## config.mk

```make
export PLATFORM = sky130hd
export DESIGN_NAME = rx_demod_sequencer
export DESIGN_NICKNAME = d
export VERILOG_FILES = /design/src/rtl/rx_demod_sequencer.sv
export SDC_FILE = /design/constraint.sdc
export NUM_CORES = 1
export LEC_CHECK = 0
export ABC_AREA = 0
export BUFFER_PORTS_ARGS = -buffer_cell sky130_fd_sc_hd__buf_2
export CAP_MARGIN = 10
export CORE_MARGIN = 2
export CORE_UTILIZATION = 51
export CTS_CLUSTER_DIAMETER = 100
export CTS_CLUSTER_SIZE = 14
export DETAILED_ROUTE_END_ITERATION = 8
export PLACE_DENSITY_LB_ADDON = 0.25
export SLEW_MARGIN = 20
export SYNTH_ARGS = -nofsm -noshare
export SYNTH_HDL_FRONTEND = slang
export SYNTH_SLANG_ARGS = --single-unit
```

## constraint.sdc

```tcl
create_clock -name s00_axi_aclk -period 4 [get_ports s00_axi_aclk]
set_input_delay 0.6 -clock s00_axi_aclk [delete_from_list [all_inputs] [get_ports s00_axi_aclk]]
set_output_delay 0.6 -clock s00_axi_aclk [all_outputs]
set_load 0.01 [all_outputs]
```

## src/rtl/rx_demod_sequencer.sv

```systemverilog
// ---------------------------------------------------------------------------
// rx_demod_sequencer
//
// Receive-side sequencer that follows the dot11 demodulator through a frame:
// short preamble -> long preamble -> SIGNAL header -> payload bytes -> FCS.
// It watches for timeouts, header errors and payload overruns. On any of
// these it holds the demodulator in reset for a programmable number of
// cycles, and it keeps saturating event counters.
//
// Ports
//   s00_axi_aclk, s00_axi_aresetn : clock, asynchronous active-low reset
//   enable                        : 0 parks the sequencer in IDLE
//   clr_cnt                       : synchronous clear of the event counters
//   short/long_preamble_detected,
//   pkt_header_valid_strobe,
//   pkt_header_valid, ht_unsupport,
//   byte_out_strobe,
//   fcs_out_strobe, fcs_ok        : demodulator status
//   pkt_len                       : PSDU length, captured on a good header
//   sig_timeout_th                : preamble/header timeout, 0 = disabled
//   byte_timeout_th               : inter-byte timeout, 0 = disabled
//   rst_pulse_len                 : receiver reset pulse length minus one
//   receiver_rst                  : reset request to the demodulator
//   rx_busy                       : sequencer is not in IDLE
//   state                         : current state encoding
//   cnt_*                         : saturating 16-bit event counters
// ---------------------------------------------------------------------------
module rx_demod_sequencer (
    input  logic        s00_axi_aclk,
    input  logic        s00_axi_aresetn,
    input  logic        enable,
    input  logic        clr_cnt,
    input  logic        short_preamble_detected,
    input  logic        long_preamble_detected,
    input  logic        pkt_header_valid_strobe,
    input  logic        pkt_header_valid,
    input  logic        ht_unsupport,
    input  logic        byte_out_strobe,
    input  logic        fcs_out_strobe,
    input  logic        fcs_ok,
    input  logic [15:0] pkt_len,
    input  logic [15:0] sig_timeout_th,
    input  logic [15:0] byte_timeout_th,
    input  logic [3:0]  rst_pulse_len,
    output logic        receiver_rst,
    output logic        rx_busy,
    output logic [2:0]  state,
    output logic [15:0] cnt_fcs_ok,
    output logic [15:0] cnt_fcs_err,
    output logic [15:0] cnt_sig_err,
    output logic [15:0] cnt_timeout,
    output logic [15:0] cnt_overrun
);

    typedef enum logic [2:0] {
        ST_IDLE     = 3'd0,
        ST_WAIT_LTF = 3'd1,
        ST_WAIT_SIG = 3'd2,
        ST_PAYLOAD  = 3'd3,
        ST_RST      = 3'd4
    } state_t;

    // Saturating increment shared by the timer and every event counter.
    function automatic logic [15:0] sat_inc(input logic [15:0] v);
        if (v == 16'hFFFF) begin
            return v;
        end else begin
            return v + 16'd1;
        end
    endfunction

    state_t      state_q, state_d;
    logic [15:0] timer_q, timer_d;
    logic [15:0] byte_cnt_q, byte_cnt_d;
    logic [15:0] len_q, len_d;
    logic        receiver_rst_q, rx_busy_q;

    logic [15:0] cnt_fcs_ok_q, cnt_fcs_ok_d;
    logic [15:0] cnt_fcs_err_q, cnt_fcs_err_d;
    logic [15:0] cnt_sig_err_q, cnt_sig_err_d;
    logic [15:0] cnt_timeout_q, cnt_timeout_d;
    logic [15:0] cnt_overrun_q, cnt_overrun_d;

    logic        timer_clr_s;
    logic        inc_fcs_ok_s, inc_fcs_err_s, inc_sig_err_s;
    logic        inc_timeout_s, inc_overrun_s;
    logic        sig_to_s, byte_to_s, overrun_s;
    logic [16:0] byte_inc_s;

    // Timeout and overrun qualifiers; thresholds are used live every cycle.
    always_comb begin
        sig_to_s   = (sig_timeout_th != 16'd0) && (timer_q == sig_timeout_th);
        byte_to_s  = (byte_timeout_th != 16'd0) && (timer_q == byte_timeout_th)
                     && !byte_out_strobe;
        // One bit wider so that a full 0xFFFF count cannot wrap into a false pass.
        byte_inc_s = {1'b0, byte_cnt_q} + 17'd1;
        overrun_s  = byte_out_strobe && (byte_inc_s > {1'b0, len_q});
    end

    // Next-state logic, length capture, byte counting and event flags.
    always_comb begin
        state_d       = state_q;
        len_d         = len_q;
        byte_cnt_d    = byte_cnt_q;
        timer_clr_s   = 1'b0;
        inc_fcs_ok_s  = 1'b0;
        inc_fcs_err_s = 1'b0;
        inc_sig_err_s = 1'b0;
        inc_timeout_s = 1'b0;
        inc_overrun_s = 1'b0;

        if (!enable) begin
            state_d = ST_IDLE;
        end else begin
            case (state_q)
                ST_IDLE: begin
                    if (short_preamble_detected) begin
                        state_d = ST_WAIT_LTF;
                    end else begin
                        state_d = ST_IDLE;
                    end
                end
                ST_WAIT_LTF: begin
                    if (long_preamble_detected) begin
                        state_d = ST_WAIT_SIG;
                    end else if (sig_to_s) begin
                        state_d       = ST_RST;
                        inc_timeout_s = 1'b1;
                    end else begin
                        state_d = ST_WAIT_LTF;
                    end
                end
                ST_WAIT_SIG: begin
                    if (pkt_header_valid_strobe) begin
                        if (pkt_header_valid && !ht_unsupport) begin
                            len_d      = pkt_len;
                            byte_cnt_d = 16'd0;
                            state_d    = ST_PAYLOAD;
                        end else begin
                            state_d       = ST_RST;
                            inc_sig_err_s = 1'b1;
                        end
                    end else if (sig_to_s) begin
                        state_d       = ST_RST;
                        inc_timeout_s = 1'b1;
                    end else begin
                        state_d = ST_WAIT_SIG;
                    end
                end
                ST_PAYLOAD: begin
                    // FCS wins over overrun, overrun wins over timeout.
                    if (fcs_out_strobe) begin
                        state_d = ST_IDLE;
                        if (fcs_ok) begin
                            inc_fcs_ok_s = 1'b1;
                        end else begin
                            inc_fcs_err_s = 1'b1;
                        end
                    end else if (overrun_s) begin
                        state_d       = ST_RST;
                        inc_overrun_s = 1'b1;
                    end else if (byte_to_s) begin
                        state_d       = ST_RST;
                        inc_timeout_s = 1'b1;
                    end else if (byte_out_strobe) begin
                        byte_cnt_d  = byte_inc_s[15:0];
                        timer_clr_s = 1'b1;
                    end else begin
                        state_d = ST_PAYLOAD;
                    end
                end
                ST_RST: begin
                    // Demod status is ignored here; only the pulse length matters.
                    // >= keeps the exit reachable if rst_pulse_len shrinks mid-pulse.
                    if (timer_q >= {12'd0, rst_pulse_len}) begin
                        state_d = ST_IDLE;
                    end else begin
                        state_d = ST_RST;
                    end
                end
                default: begin
                    state_d = ST_IDLE;
                end
            endcase
        end
    end

    // State timer: restarts on every state change and on each payload byte.
    always_comb begin
        if ((state_d != state_q) || timer_clr_s) begin
            timer_d = 16'd0;
        end else begin
            timer_d = sat_inc(timer_q);
        end
    end

    // Event counters: clr_cnt takes precedence over any same-cycle event.
    always_comb begin
        cnt_fcs_ok_d  = cnt_fcs_ok_q;
        cnt_fcs_err_d = cnt_fcs_err_q;
        cnt_sig_err_d = cnt_sig_err_q;
        cnt_timeout_d = cnt_timeout_q;
        cnt_overrun_d = cnt_overrun_q;
        if (clr_cnt) begin
            cnt_fcs_ok_d  = 16'd0;
            cnt_fcs_err_d = 16'd0;
            cnt_sig_err_d = 16'd0;
            cnt_timeout_d = 16'd0;
            cnt_overrun_d = 16'd0;
        end else begin
            if (inc_fcs_ok_s) begin
                cnt_fcs_ok_d = sat_inc(cnt_fcs_ok_q);
            end else begin
                cnt_fcs_ok_d = cnt_fcs_ok_q;
            end
            if (inc_fcs_err_s) begin
                cnt_fcs_err_d = sat_inc(cnt_fcs_err_q);
            end else begin
                cnt_fcs_err_d = cnt_fcs_err_q;
            end
            if (inc_sig_err_s) begin
                cnt_sig_err_d = sat_inc(cnt_sig_err_q);
            end else begin
                cnt_sig_err_d = cnt_sig_err_q;
            end
            if (inc_timeout_s) begin
                cnt_timeout_d = sat_inc(cnt_timeout_q);
            end else begin
                cnt_timeout_d = cnt_timeout_q;
            end
            if (inc_overrun_s) begin
                cnt_overrun_d = sat_inc(cnt_overrun_q);
            end else begin
                cnt_overrun_d = cnt_overrun_q;
            end
        end
    end

    // State, datapath and counter registers, plus registered status outputs.
    always_ff @(posedge s00_axi_aclk or negedge s00_axi_aresetn) begin
        if (!s00_axi_aresetn) begin
            state_q        <= ST_IDLE;
            timer_q        <= 16'd0;
            byte_cnt_q     <= 16'd0;
            len_q          <= 16'd0;
            receiver_rst_q <= 1'b0;
            rx_busy_q      <= 1'b0;
            cnt_fcs_ok_q   <= 16'd0;
            cnt_fcs_err_q  <= 16'd0;
            cnt_sig_err_q  <= 16'd0;
            cnt_timeout_q  <= 16'd0;
            cnt_overrun_q  <= 16'd0;
        end else begin
            state_q        <= state_d;
            timer_q        <= timer_d;
            byte_cnt_q     <= byte_cnt_d;
            len_q          <= len_d;
            // Decoded from the next state so the flags track state_q exactly.
            receiver_rst_q <= (state_d == ST_RST);
            rx_busy_q      <= (state_d != ST_IDLE);
            cnt_fcs_ok_q   <= cnt_fcs_ok_d;
            cnt_fcs_err_q  <= cnt_fcs_err_d;
            cnt_sig_err_q  <= cnt_sig_err_d;
            cnt_timeout_q  <= cnt_timeout_d;
            cnt_overrun_q  <= cnt_overrun_d;
        end
    end

    assign state        = state_q;
    assign receiver_rst = receiver_rst_q;
    assign rx_busy      = rx_busy_q;
    assign cnt_fcs_ok   = cnt_fcs_ok_q;
    assign cnt_fcs_err  = cnt_fcs_err_q;
    assign cnt_sig_err  = cnt_sig_err_q;
    assign cnt_timeout  = cnt_timeout_q;
    assign cnt_overrun  = cnt_overrun_q;

endmodule

```

==> impl_metrics.toml <==
[floorplanning]
start_util_pct = 52.4
floorplan.die.width_um = 129
floorplan.rows = 45
chipHeight_um = 129
placeableCoreArea_um2 = 15300
die_area_um2 = 16700
io_pins = 149

[power_and_ir_drop]
total_leakage_power_uw = 0.00435
design_power_total_uw = 3470
cellPowerDensity_nw_per_um2 = 365
worst_case_vdd_ir_drop_uv = 321

[global_route]
grt_overflow = 0
grt_antenna_before_repair = 0
first_pass_grt_wire_length_um = 31900
grt_max_degree = 79
first_global_vias = 6479
grtUsageTotal_pct = 23.9

[sta]
slew-limit-headroom_pct = 36.1
post_route_clock_period_utilization_pct = 92.0
finalSetupTns_ns = 0
worst_pin_slew_ns = 0.959
fin_crit_ns = 3.68
max_freq_mhz = 272
finalSetupViolations = 0
grt_setup_unrepaired = "false"
final_max_slew_viol_count = 0
finalClockSkew_ns = 0.00727
hold_viol = 0
hold_ws_ns = 0.225

[cells_and_area]
total_area_of_sequential_cells_um2 = 3330
layout-area-overhead-vs-synth_pct = 18.8
drive_above_1_share_pct = 20.0
instances_no_fill = 1240
fillers = 1360
nNetsFinal = 1106
final_cell_area_um2 = 9490
multi_input_area_um2 = 4320

[drt]
via_per_inst = 5.66
total_via_count_after_detailed_routing = 7022
drtPass1Iterations = 7
detail_route.iter0.violations = 496
drc = 0
drt-total-wl_um = 19300
routed_wire_length_per_instance_um = 15.6
final_antenna_net_count = 0

[worst_setup_path]
worst_ep_arrival_time_ns = 3.99
worst-path-buf-inv = 1
worstPathCellList = "ha_1 > and3_1 > nand3_1 > xnor2_1 > ha_1 > a211oi_1 > nor2_1 > a2111oi_0 > o21a_1 > o2111ai_1 > buf_4 > o311a_1 > a31o_2"
dominant_delay_contributor_by_cell_family_on_the_critical_path = "compound AO/OA/AOI/OAI gates"
crit_slowest_cell = "a2111oi_0"
worstSetupStartpointType = "register"
worst_path_largest_cell_delay_ns = 0.64
critPathMostFrequentCell = "ha_1"
critical_path.endpoint_type = "register"
worstPathMaxFanout = 9
cp.required_ns = 4.31
worst-setup-path-type = "reg2reg"

[clock_tree]
cts_tree = "built"
clk_pin_slew_worst_paths_ns = 0.06
post_cts.repair.setup_buffers = 0
cts_htree_levels = 4
cts.sinks = 133
worstSkewPairLatency_ns = 0.42
cts_max_path_buffers = 2
numCtsBuffers = 17
ctsRootBufferMaster = "clkbuf_16"
cts.hold.buffers_added = 0

[logic_synthesis]
postSynthRegisterBits = 133
post_synth_edffs = 0
syn-cell-area_um2 = 7990
synth_cells = 883
synth-async-reset-ratio_pct = 100
synth_cell_types = 68
synth_top_flop_cell = "dfrtp_1"
synth.avg_cell_area_um2 = 9.05
yosysSeqAreaShare_pct = 41.6
syn_nets = 974
ys_warn_count = 0

[min_path]
holdCritPathClass = "in2async"

[place]
finalWeightedCongestion = 0.878
port-buffer-count = 148
hpwl_um = 14000
place_area_um2 = 8870
place.detailed.instances = 1207

[run_status]
run_status = "finished, final reports clean"

[run]
maxCapViolCount = 0
==> layout make-up <==
cell class	count	share of cell area [%]
Clock inverter	12	1.59
Tap cell	211	2.78
Timing Repair Buffer	156	8.50
Multi-Input combinational cell	665	45.5
Sequential cell	133	35.1
Inverter	42	1.66
Clock buffer	20	4.92
Antenna cell	1	0.0264
==> per-layer routing <==
layer  GRT usage (%)  vias to the layer above  wire, um  part of all wire, %
met4            7.54                        0       338                  1.7
met3            4.25                       28       849                  4.4
li1                -                     3435         -                    -
met1            32.8                     3372      8940                   46
met2            38.8                      187      9220                   48
met5               0                        -         0                    0
==> power by group <==
part / switching [uW] / internal [uW] / leakage (uW)
logic: 226 / 142 / 0.00224
clock network: 599 / 1030 / 0.000302
registers: 53.5 / 1420 / 0.00180
total: 878 / 2590 / 0.00435
==> registers in the layout, summed over array words and instances (netlist names) <==
name / flops
cnt_overrun: 16
timer_q: 16
state: 3
len_q: 16
byte_cnt_q: 16
cnt_fcs_ok: 16
cnt_fcs_err: 16
cnt_sig_err: 16
cnt_timeout: 16
rx_busy: 1
receiver_rst: 1
==> kinds of logic after synthesis <==
group,after synthesis,synth area share (%)
simple gates,384,25.8
compound gates,146,11.9
flops,133,41.6
xor+xnor,100,11.0
buf+inv,85,4.43
fa+ha+maj,27,4.23
mux,8,1.03
==> worst paths after layout <==
kind | endpoint | slack, ns | depth (start not counted) | start
min in group s00_axi_aclk | len_q[4] | 0.38 | 3 | pkt_len[4]
hold reg to reg | len_q[10] | 0.54 | 2 | len_q[10]
setup / recovery | byte_cnt_q[10] | 0.32 | 13 | byte_cnt_q[0]
setup reg to reg | byte_cnt_q[10] | 0.32 | 13 | byte_cnt_q[0]
hold / removal | cnt_overrun[8] | 0.22 | 1 | s00_axi_aresetn
max in group asynchronous | timer_q[3] | 2.91 | 2 | s00_axi_aresetn
==> cell usage in the layout, fill, tap and decap left out, drive strengths merged, types with 6 or more instances in the layout <==
cell	n
nand4	43
or3	27
mux2i	6
a21oi	38
o211ai	10
ha	27
or4	8
and2	6
clkbuf	20
nand3b	6
nor2	77
nand2	63
dfrtp	133
and4	11
buf	156
xor2	46
nor3	28
nand2b	6
inv	43
nor4	22
clkinv	6
o31ai	16
xnor2	54
and3	16
o21ai	49
nand3	52
==> cells in the mapped netlist, drive strengths merged, types with 4 or more instances <==
library cell | instances | area (um^2)
a21oi | 38 | 194
ha | 27 | 338
nor3 | 28 | 140
a21o | 4 | 31.3
nor4 | 22 | 153
nand3 | 52 | 260
o31ai | 16 | 120
or4 | 8 | 60.1
nand4 | 43 | 269
clkbuf | 30 | 113
nand2 | 63 | 236
nor2 | 77 | 289
inv | 42 | 158
xnor2 | 54 | 473
o211ai | 10 | 75.1
nand2b | 6 | 37.5
mux2i | 6 | 60.1
nor2b | 4 | 25.0
nor3b | 4 | 35.0
dfrtp | 133 | 3330
and4 | 11 | 96.3
xor2 | 46 | 403
buf | 13 | 83.8
or3 | 27 | 169
o21ai | 49 | 249
nand3b | 6 | 57.6
and3 | 16 | 100
and2 | 6 | 37.5
==> metrics by stage <==
| stage | utilization [%] | setup WS, ns |
|---|---|---|
| 2_1_floorplan | - | 0.791 |
| 3_3_place_gp | 58.1 | 0.464 |
| 3_5_place_dp | 58.1 | 0.375 |
| 4_1_cts | 62.2 | 0.314 |
| 5_1_grt | 62.2 | 0.0203 |
| 6_report | 62.2 | 0.322 |
==> timing repair <==
action | CTS | global route
hold endpoints to repair | 0 | 0
setup endpoints to repair | 0 | 2
resized for setup | 0 | 1
Note: power is estimated with default switching activity, not from simulation.
